==> src/rtl/arb_pkg.sv <==
// Shared types and the round-robin selection helper for the 8-way arbiter.
package arb_pkg;

  localparam int N_REQ = 8;
  localparam int IDX_W = 3;

  typedef enum logic {IDLE = 1'b0, GRANT = 1'b1} state_t;

  typedef struct packed {
    logic             found;
    logic [IDX_W-1:0] idx;
  } rr_sel_t;

  // First set bit of v scanning ptr, ptr+1, ... with modulo-8 wrap.
  // Walking the offsets downward lets the lowest offset win the last write.
  function automatic rr_sel_t next_rr(input logic [N_REQ-1:0] v,
                                      input logic [IDX_W-1:0] ptr);
    rr_sel_t          s;
    logic [IDX_W-1:0] j;
    s = '0;
    for (int i = N_REQ-1; i >= 0; i--) begin
      j = ptr + IDX_W'(i);
      if (v[j]) begin
        s.found = 1'b1;
        s.idx   = j;
      end
    end
    return s;
  endfunction

endpackage

==> src/rtl/onehot_dec3.sv <==
// 3-to-8 one-hot decoder with enable, built from two enabled 2-to-4 stages.
module onehot_dec3 (
  input  logic [2:0] idx,
  input  logic       en,
  output logic [7:0] y
);

  logic [1:0] stg_en;

  // idx[2] picks which 2-to-4 stage is live.
  assign stg_en = {en & idx[2], en & ~idx[2]};

  for (genvar s = 0; s < 2; s++) begin : g_stg
    for (genvar k = 0; k < 4; k++) begin : g_out
      assign y[s*4+k] = stg_en[s] & (idx[1:0] == 2'(k));
    end
  end

endmodule

==> src/rtl/rr_arbiter8.sv <==
// Eight-way round-robin arbiter with grant hold and bounded tenure.
module rr_arbiter8
  import arb_pkg::*;
#(
  parameter int MAX_HOLD = 16
) (
  input  logic             clk,
  input  logic             rst_n,
  input  logic [N_REQ-1:0] req,
  input  logic             en,
  output logic [N_REQ-1:0] gnt,
  output logic [IDX_W-1:0] gnt_idx,
  output logic             gnt_valid
);

  localparam int            CW      = (MAX_HOLD > 1) ? $clog2(MAX_HOLD) : 1;
  localparam logic [CW-1:0] CNT_MAX = CW'(MAX_HOLD - 1);

  state_t           state, state_nxt;
  logic [IDX_W-1:0] ptr, ptr_nxt;
  logic [IDX_W-1:0] idx, idx_nxt;
  logic [CW-1:0]    cnt, cnt_nxt;

  logic [N_REQ-1:0] req_msk;
  rr_sel_t          sel_all, sel_msk;

  assign req_msk = req & ~(N_REQ'(1) << idx);
  assign sel_all = next_rr(req, ptr);
  assign sel_msk = next_rr(req_msk, ptr);

  always_ff @(posedge clk or negedge rst_n) begin
    if (!rst_n) begin
      state <= IDLE;
      ptr   <= '0;
      idx   <= '0;
      cnt   <= '0;
    end else begin
      state <= state_nxt;
      ptr   <= ptr_nxt;
      idx   <= idx_nxt;
      cnt   <= cnt_nxt;
    end
  end

  always_comb begin
    state_nxt = state;
    ptr_nxt   = ptr;
    idx_nxt   = idx;
    cnt_nxt   = cnt;
    unique case (state)
      IDLE: begin
        if (en && sel_all.found) begin
          state_nxt = GRANT;
          idx_nxt   = sel_all.idx;
          ptr_nxt   = sel_all.idx + 1'b1;
          cnt_nxt   = '0;
        end
      end
      GRANT: begin
        if (!en) begin
          state_nxt = IDLE;
        end else if (!req[idx] || cnt == CNT_MAX) begin
          // Release and expiry share the masked pick; they differ only
          // when nobody else is waiting.
          if (sel_msk.found) begin
            idx_nxt = sel_msk.idx;
            ptr_nxt = sel_msk.idx + 1'b1;
            cnt_nxt = '0;
          end else if (!req[idx]) begin
            state_nxt = IDLE;
          end else begin
            cnt_nxt = '0;
          end
        end else begin
          cnt_nxt = cnt + 1'b1;
        end
      end
      default: state_nxt = IDLE;
    endcase
  end

  assign gnt_valid = (state == GRANT);
  assign gnt_idx   = idx;

  onehot_dec3 u_dec (
    .idx (idx),
    .en  (gnt_valid),
    .y   (gnt)
  );

endmodule

==> config.mk <==
export PLATFORM = sky130hd
export DESIGN_NAME = rr_arbiter8
export DESIGN_NICKNAME = d
export VERILOG_FILES = /design/src/rtl/arb_pkg.sv /design/src/rtl/onehot_dec3.sv /design/src/rtl/rr_arbiter8.sv
export SDC_FILE = /design/constraint.sdc
export NUM_CORES = 1
export LEC_CHECK = 0
export BUFFER_PORTS_ARGS = -buffer_cell sky130_fd_sc_hd__buf_2
export CORE_MARGIN = 4
export CORE_UTILIZATION = 35
export CTS_CLUSTER_DIAMETER = 30
export DETAILED_ROUTE_END_ITERATION = 10
export PLACE_DENSITY = 0.51
export SYNTH_ARGS = -nofsm -noshare
export SYNTH_HDL_FRONTEND = slang
export SYNTH_HIERARCHICAL = 1
export SYNTH_SLANG_ARGS = --single-unit
==> constraint.sdc <==
create_clock -name clk -period 3.9 [get_ports clk]
set_input_delay 0 -clock clk [delete_from_list [all_inputs] [get_ports clk]]
set_output_delay 0 -clock clk [all_outputs]
set_load 0.03 [all_outputs]
==> key figures, run 1 <==
Timing
  • Total Neg Setup Slack: 0 ns
  • Max Fclk: 292.7 MHz
  • Final setup viols: 0
  • Max-slew headroom: 0.5363
  • Slew @ Worst Pin: 0.6906 ns
  • RSZ-0062 raised after global routing: no
  • Hold Vio Cnt, Final: 0
  • Worst-case clock skew: 0.001424 ns
  • Fin. max-slew vios: 0
  • Fin crit share: 0.8759
  • Tmin final: 3.416 ns

Worst setup path
  • R2r endpoint: ptr[1]$_DFFE_PN0P_
  • Arrival time worst endpoint: 3.54 ns
  • Crit path capture type: flip-flop
  • Slowest stage cell, crit path: dfrtp_1
  • CP Max Fanout: 19
  • Crit Path Class: flip-flop to flip-flop
  • Crit path launch: gnt_idx[2]$_DFFE_PN0P_
  • Worst r2r path cells: 10
  • Worst path bufs/invs: 0
  • Origin of the critical flop-to-flop path: gnt_idx[2]$_DFFE_PN0P_
  • Flop-to-flop setup slack: 0.48 ns
  • Slowest Stage Delay on Critical Path: 0.59 ns
  • CP required: 4.02 ns
  • Cell Chain, Critical Path: and3b_1 -> o32ai_2 -> mux2i_1 -> o21ai_1 -> o221ai_1 -> a21oi_2 -> nor2_1 -> o21a_1 -> ha_1 -> mux2_2
  • CP top delay family: compound AO/OA/AOI/OAI gates
  • Worst Setup EP: ptr[1]$_DFFE_PN0P_
  • Crit. path cell count: 10
  • Crit start category: flip-flop

Clock tree
  • CTS tree: yes
  • Clock-pin slew on the worst setup and hold paths: 0.05 ns
  • Max H-tree Level: 1
  • Clock sink total: 11
  • Clk root buf: clkbuf_8
  • Clk buf depth: 2
  • CTS Buf Count: 3
  • Worst-Skew Late Latency: 0.24 ns

Die
  • Die Y: 91.64 microns
  • Cell Rows: 30
  • Die area: 8398 sq um
  • CORE AREA: 6794 sq um
  • Die width: 91.64 microns
  • IO Count: 23
  • Initial Util: 0.3604

Synth
  • Syn Nets: 294
  • Post-synth top flop: dfrtp_1
  • Yosys warnings: 6
  • EDFF count, synth: 0
  • Synthesized area per cell: 8.776 sq um
  • Seq/Total Area, Yosys: 0.1124
  • Yosys reg bits: 11
  • Share of async-settable or async-resettable flops after synthesis: 1.000
  • Synthesized area: 2449 sq um
  • Synth unique cells: 70
  • Mapped Cells: 279

Global route
  • GR Overflow Total: 0
  • Largest net degree at the start of global routing: 31
  • Global Route Usage Sum: 0.1781
  • Global-route wire length before repair: 12270 microns
  • Number of global-route vias before repair: 2286
  • Initial antenna violation count: 0

Cells and area
  • Area growth syn-to-layout: 10.58%
  • Commonest non-fill, non-tap cell in the layout: nand2_1
  • Post-layout util: 0.3985
  • Layout net count: 318
  • Antenna diodes: 0
  • Most frequent cells in the layout: 26 x nand2_1, 22 x buf_2, 19 x nor2_1
  • Layout cell share with drive strength beyond 1: 0.3146
  • Fin cells: 398

Placed design
  • Port bufs: 22
  • Placed Cells: 393
  • HPWL after DPL: 5722 microns
  • GPL Wtd Cong: 0.8801

Route
  • DR vias/cell: 6.083
  • Final WL: 7491 microns
  • Post-route DRC: 0
  • WL/cell: 18.82 microns
  • TritonRoute pass-1 iters: 4
  • Antenna-violating nets left: 0
  • Starting DRT DRC Count: 172
  • DR vias: 2421

Min path
  • Hold WC Path Type: input port to async pin

Run
  • Max-Cap Viols: 0

Status
  • Status: complete, no violations
## area by class of cell
cell class	instances	area (sq um)
clock buffer	4	45.04
fill	710	4086
inverter	15	56.30
multi-input combinational	236	1993
sequential	11	275.3
tap	96	120.1
timing repair buffer	36	217.7
## cells by family (layout without fill, tap and decap cells)
group | Yosys count | count (layout) | synth area share
AND/OR/NAND/NOR | 99 | 99 | 0.2402
adder cells (fa/ha/maj) | 4 | 4 | 0.02044
XOR/XNOR | 6 | 6 | 0.02453
flip-flops | 11 | 11 | 0.1124
AO/OA/AOI/OAI | 91 | 91 | 0.3173
buffers and inverters | 32 | 55 | 0.07358
multiplexers | 36 | 36 | 0.2115
## how the worst min path moves through the flow
stage / endpoint / depth (start not counted) / start
6_report: cnt[0]$_DFFE_PN0P_ / 2 / rst_n
4_1_cts: cnt[1]$_DFFE_PN0P_ / 2 / rst_n
2_1_floorplan: cnt[0]$_DFFE_PN0P_ / 0 / rst_n
3_3_place_gp: cnt[0]$_DFFE_PN0P_ / 1 / rst_n
5_1_grt: cnt[0]$_DFFE_PN0P_ / 2 / rst_n
3_5_place_dp: cnt[1]$_DFFE_PN0P_ / 1 / rst_n
## registers in the layout, indices dropped and copies added (netlist names)
name,count
gnt_valid,1
gnt_idx,3
ptr,3
cnt,4
## per-layer routing
layer	vias to the layer above	wire length [microns]	GRT usage
li1	1152	-	-
met1	1182	3505	0.2460
met2	76	3603	0.3013
met3	11	298	0.01641
met4	0	84	0.03769
met5	-	0	0
## synth_stat cells, drive strengths merged, types with 6 or more instances
cell type  count  area (sq um)
o32ai          9         153.9
dfrtp         11         275.3
mux2i         15         150.1
a21oi         16         98.85
nor2          19         71.32
inv           15         56.30
nand2b        10         62.56
clkbuf         6         22.52
o21ai         14         70.07
mux2          10         120.1
mux4          11         247.7
buf           11         101.4
nand2         26         97.59
nand3         10         50.05
## timing repair
action | 4_1_cts | 5_1_grt
hold endpoints to repair | 11 | 0
setup buffers | 0 | 0
hold buffers | 1 | 0
resized for setup | 0 | 0
## stage by stage
step / hold WS (ns) / worst slack (ns) / instance area, sq um
after floorplan: -0.2956 / 0.6600 / 2449
after global placement: -0.1136 / 0.5656 / 2653
after detailed placement: -0.1126 / 0.5121 / 2653
after CTS: 0.1570 / 0.5035 / 2708
after global routing: 0.2010 / 0.3024 / 2708
final: 0.1538 / 0.4841 / 2708
Power of run 1 is left out: the tool's default activity adds up to more than one toggle a clock period on the data nets, which glitch-free logic cannot reach.
==> run 2, diff against run 1 <==
CTS_BUF_LIST = sky130_fd_sc_hd__clkbuf_8   (was unset)
clock period = 3.7 ns   (was 3.9 ns; I/O delays follow)
==> key figures, run 2 (synthesis gave the netlist of run 1 again) <==
Worst setup path
  • CP required: 3.82 ns (was 4.02 ns)
  • Crit start category: flip-flop (unchanged)
  • CP Max Fanout: 20 (was 19)
  • Crit Path Class: flip-flop to flip-flop (unchanged)
  • Crit path capture type: flip-flop (unchanged)
  • Arrival time worst endpoint: 3.47 ns (was 3.54 ns)

Timing
  • Max-slew headroom: 0.5338 (was 0.5363)
  • Tmin final: 3.347 ns (was 3.416 ns)
  • Total Neg Setup Slack: 0 ns (unchanged)
  • Hold Vio Cnt, Final: 0 (unchanged)
  • Worst-case clock skew: 0.002695 ns (was 0.001424 ns)
  • Slew @ Worst Pin: 0.6993 ns (was 0.6906 ns)
  • Fin crit share: 0.9047 (was 0.8759)
  • RSZ-0062 raised after global routing: no (unchanged)
  • Final setup viols: 0 (unchanged)
  • Fin. max-slew vios: 0 (unchanged)
  • Max Fclk: 298.7 MHz (was 292.7 MHz)

Route
  • Final WL: 7136 microns (was 7491 microns)
  • Post-route DRC: 0 (unchanged)
  • TritonRoute pass-1 iters: 4 (unchanged)
  • Antenna-violating nets left: 0 (unchanged)
  • WL/cell: 17.93 microns (was 18.82 microns)
  • DR vias: 2375 (was 2421)
  • Starting DRT DRC Count: 201 (was 172)
  • DR vias/cell: 5.967 (was 6.083)

Cells and area
  • Commonest non-fill, non-tap cell in the layout: nand2_1 (unchanged)
  • Antenna diodes: 0 (unchanged)
  • Layout cell share with drive strength beyond 1: 0.3146 (unchanged)
  • Area growth syn-to-layout: 10.58% (unchanged)
  • Fin cells: 398 (unchanged)
  • Filler Cell Count: 703 (was 710)
  • Most frequent cells in the layout: 26 x nand2_1, 22 x buf_2, 19 x nor2_1 (unchanged)
  • Top reg by flops: cnt (unchanged)
  • Layout net count: 318 (unchanged)
  • Largest register FFs: 4 (unchanged)

Status
  • Status: complete, no violations (unchanged)

Placed design
  • Port bufs: 22 (unchanged)
  • Placed Cells: 393 (unchanged)
  • HPWL after DPL: 5373 microns (was 5722 microns)
  • GPL Wtd Cong: 0.9606 (was 0.8801)

Die
  • Die area: 8398 sq um (unchanged)
  • CORE AREA: 6794 sq um (unchanged)
  • Cell Rows: 30 (unchanged)
  • IO Count: 23 (unchanged)
  • Die width: 91.64 microns (unchanged)
  • Die Y: 91.64 microns (unchanged)
  • Initial Util: 0.3604 (unchanged)

Global route
  • Number of global-route vias before repair: 2204 (was 2286)
  • Global-route wire length before repair: 11690 microns (was 12270 microns)
  • Largest net degree at the start of global routing: 29 (was 31)
  • GR Overflow Total: 0 (unchanged)
  • Global Route Usage Sum: 0.1696 (was 0.1781)
  • Initial antenna violation count: 0 (unchanged)

Clock tree
  • Post-CTS setup buffers: 0 (unchanged)
  • Clk root buf: clkbuf_8 (unchanged)
  • CTS Buf Count: 3 (unchanged)
  • CTS tree: yes (unchanged)
  • Clock-pin slew on the worst setup and hold paths: 0.05 ns (about the same)
  • Clock sink total: 11 (unchanged)
  • Resize count post-CTS: 0 (unchanged)
  • Max H-tree Level: 1 (unchanged)
  • Clk buf depth: 2 (unchanged)
  • Worst-Skew Late Latency: 0.24 ns (about the same)
  • CTS Hold Bufs: 1 (unchanged)

Run
  • Max-Cap Viols: 0 (unchanged)

Min path
  • Hold WC Path Type: input port to async pin (unchanged)
==> run 2: cell types whose count changed in the layout (fill, tap and decap cells not counted), sizes merged <==
cell,before,now
clkbuf,4,3
inv,15,16
==> run 2: worst paths after layout <==
check                                        from                     end  slack, ns  cells after the start
setup / recovery           gnt_idx[1]$_DFFE_PN0P_      ptr[1]$_DFFE_PN0P_       0.35                     10
hold / removal                              rst_n  gnt_idx[2]$_DFFE_PN0P_       0.16                      2
setup reg to reg           gnt_idx[1]$_DFFE_PN0P_      ptr[1]$_DFFE_PN0P_       0.35                     10
hold reg to reg                cnt[3]$_DFFE_PN0P_      cnt[3]$_DFFE_PN0P_       0.48                      1
max in group asynchronous                   rst_n      cnt[2]$_DFFE_PN0P_       3.34                      2
min in group clk                               en     gnt_valid$_DFF_PN0_       0.21                      4
==> run 2: worst max-delay path: stages, from the launching register on <==
cell and delay [ns]:
dfrtp_1 0.60, nor3b_2 0.30, o32ai_2 0.55, mux2i_1 0.30
mux2_2 0.37, nand2_1 0.09, a21oi_2 0.07, a211o_1 0.31
o21a_1 0.10, ha_1 0.27, mux2_2 0.25
==> run 2: metal layers <==
| layer | vias up | global-route usage | wire length, microns |
|---|---|---|---|
| met5 | - | 0 | 0 |
| met4 | 0 | 0.03518 | 74 |
| met3 | 10 | 0.01805 | 338 |
| met2 | 77 | 0.2672 | 3280 |
| met1 | 1122 | 0.2495 | 3444 |
| li1 | 1166 | - | - |
==> run 2: through the flow <==
step,setup WS (ns),utilization,cell area [sq um],hold WS [ns]
after floorplan,0.4600,-,2449,-0.2956
after global placement,0.3762,0.3904,2653,-0.1174
after detailed placement,0.3714,0.3904,2653,-0.1167
after CTS,0.3547,0.3985,2708,0.1618
after global routing,0.1222,0.3985,2708,0.1931
final,0.3525,0.3985,2708,0.1606
==> run 2: area by class of cell <==
| cell class | count | area (sq um) | area share |
|---|---|---|---|
| multi-input combinational | 236 | 1993 | 0.7361 |
| sequential | 11 | 275.3 | 0.1017 |
| timing repair buffer | 36 | 217.7 | 0.08041 |
| tap | 96 | 120.1 | 0.04436 |
| inverter | 15 | 56.30 | 0.02079 |
| clock buffer | 3 | 41.29 | 0.01525 |
| clock inverter | 1 | 3.754 | 0.001386 |
Power of run 2 is left out for the same reason.
==> run 3, diff against run 2 <==
BUFFER_PORTS_ARGS = unset   (was -buffer_cell sky130_fd_sc_hd__buf_2)
DONT_BUFFER_PORTS = 1   (was unset)
PLACE_DENSITY = 0.48   (was 0.51)
==> key figures, run 3 (synthesis gave the netlist of run 1 again) <==
Die
  • Die area: 8398 sq um (unchanged)
  • Die Y: 91.64 microns (unchanged)
  • CORE AREA: 6794 sq um (unchanged)
  • IO Count: 23 (unchanged)
  • Die width: 91.64 microns (unchanged)
  • Cell Rows: 30 (unchanged)
  • Initial Util: 0.3604 (unchanged)

Worst setup path
  • CP required: 3.82 ns (about the same)
  • Crit Path Class: flip-flop to flip-flop (unchanged)
  • Arrival time worst endpoint: 3.38 ns (was 3.47 ns)
  • Crit path capture type: flip-flop (unchanged)
  • Crit start category: flip-flop (unchanged)
  • CP Max Fanout: 12 (was 20)

Route
  • Starting DRT DRC Count: 155 (was 201)
  • Highest Signal Layer: met4 (unchanged)
  • TritonRoute pass-1 iters: 4 (unchanged)
  • Met2 wire length: 3414 microns (was 3280 microns)
  • DR vias: 2309 (was 2375)
  • Final WL: 7210 microns (was 7136 microns)
  • Routed wl met3: 281 microns (was 338 microns)
  • WL/cell: 18.87 microns (was 17.93 microns)
  • Antenna-violating nets left: 0 (unchanged)
  • Post-route DRC: 0 (unchanged)
  • M1 WL: 3427 microns (was 3444 microns)
  • DR vias/cell: 6.045 (was 5.967)

Timing
  • Max Fclk: 306.6 MHz (was 298.7 MHz)
  • Worst-case clock skew: 0.001243 ns (was 0.002695 ns)
  • Hold Vio Cnt, Final: 0 (unchanged)
  • Tmin final: 3.262 ns (was 3.347 ns)
  • Fin crit share: 0.8816 (was 0.9047)
  • Total Neg Setup Slack: 0 ns (unchanged)
  • RSZ-0062 raised after global routing: no (unchanged)
  • Slew @ Worst Pin: 0.9433 ns (was 0.6993 ns)
  • Fin. max-slew vios: 0 (unchanged)
  • Final setup viols: 0 (unchanged)
  • Max-slew headroom: 0.3711 (was 0.5338)

Cells and area
  • Largest register FFs: 4 (unchanged)
  • Layout net count: 302 (was 318)
  • Area growth syn-to-layout: 8.482% (was 10.58%)
  • Top reg by flops: cnt (unchanged)
  • Antenna diodes: 0 (unchanged)
  • Commonest non-fill, non-tap cell in the layout: nand2_1 (unchanged)
  • Layout cell share with drive strength beyond 1: 0.2797 (was 0.3146)
  • Most frequent cells in the layout: 26 x nand2_1, 19 x nor2_1, 18 x buf_4 (was 26 x nand2_1, 22 x buf_2, 19 x nor2_1)

Clock tree
  • Clock sink total: 11 (unchanged)
  • Resize count post-CTS: 0 (unchanged)
  • CTS Hold Bufs: 1 (unchanged)
  • CTS tree: yes (unchanged)
  • Post-CTS setup buffers: 0 (unchanged)
  • Clk buf depth: 2 (unchanged)
  • Clock-pin slew on the worst setup and hold paths: 0.05 ns (about the same)
  • Clk root buf: clkbuf_8 (unchanged)
  • Worst-Skew Late Latency: 0.23 ns (was 0.24 ns)
  • Max H-tree Level: 1 (unchanged)
  • CTS Buf Count: 3 (unchanged)

Placed design
  • HPWL after DPL: 5515 microns (was 5373 microns)
  • GPL Wtd Cong: 0.9043 (was 0.9606)
  • Port bufs: 0 (was 22)

Min path
  • Hold WC Path Type: input port to flip-flop (was input port to async pin)

Global route
  • Initial antenna violation count: 0 (unchanged)
  • Global-route wire length before repair: 12030 microns (was 11690 microns)
  • Largest net degree at the start of global routing: 31 (was 29)
  • Global Route Usage Sum: 0.1738 (was 0.1696)
  • GR Overflow Total: 0 (unchanged)
  • Number of global-route vias before repair: 2291 (was 2204)

Run
  • Max-Cap Viols: 0 (unchanged)

Status
  • Status: complete, no violations (unchanged)
==> run 3: cell count changes in the layout (fill, tap and decap cells not counted), sizes merged <==
| cell | before | now |
|---|---|---|
| buf | 35 | 19 |
| clkinv | 0 | 1 |
| inv | 16 | 15 |
==> run 3: path summary, 6_finish.rpt <==
| check | cells past startpoint | from | end | slack (ns) |
|---|---|---|---|---|
| worst max-delay path | 12 | ptr[0]$_DFFE_PN0P_ | ptr[1]$_DFFE_PN0P_ | 0.44 |
| worst min-delay path | 3 | en | gnt_valid$_DFF_PN0_ | 0.09 |
| worst max register to register | 12 | ptr[0]$_DFFE_PN0P_ | ptr[1]$_DFFE_PN0P_ | 0.44 |
| worst min register to register | 1 | cnt[3]$_DFFE_PN0P_ | cnt[3]$_DFFE_PN0P_ | 0.50 |
| max in group asynchronous | 1 | rst_n | ptr[0]$_DFFE_PN0P_ | 3.21 |
| min in group asynchronous | 1 | rst_n | cnt[3]$_DFFE_PN0P_ | 0.16 |
==> run 3: stage by stage <==
stage	setup slack [ns]	util	std cells	hold WS (ns)	cell area [sq um]
5_1_grt	0.1825	0.3910	382	0.08906	2656
4_1_cts	0.4496	0.3910	382	0.07469	2656
2_1_floorplan	0.4600	-	279	-0.2956	2449
6_report	0.4382	0.3910	382	0.08578	2656
3_5_place_dp	0.4628	0.3827	377	-0.2953	2600
3_3_place_gp	0.4493	0.3827	377	-0.2953	2600
==> run 3: layout make-up <==
type	count	area, sq um
clock buffer	3	41.29
fill	718	4138
inverter	15	56.30
multi-input combinational	236	1993
timing repair buffer	20	165.2
clock inverter	1	5.005
sequential	11	275.3
tap	96	120.1
==> run 3: critical path, cell delays in order, from the launching register on <==
cell      delay [ns]
dfrtp_1         0.48
inv_2           0.16
ha_1            0.40
buf_4           0.23
nor2_1          0.07
a22oi_1         0.28
nand3_1         0.14
a221oi_2        0.30
a21oi_2         0.12
a211o_1         0.31
o21a_1          0.11
ha_1            0.28
mux2_2          0.25
==> run 3: per-layer routing <==
metal | GRT usage | up-vias
met4 | 0.02638 | 0
met2 | 0.2903 | 56
met3 | 0.01887 | 8
met5 | 0 | -
li1 | - | 1119
met1 | 0.2455 | 1126
Power of run 3 is left out for the same reason.
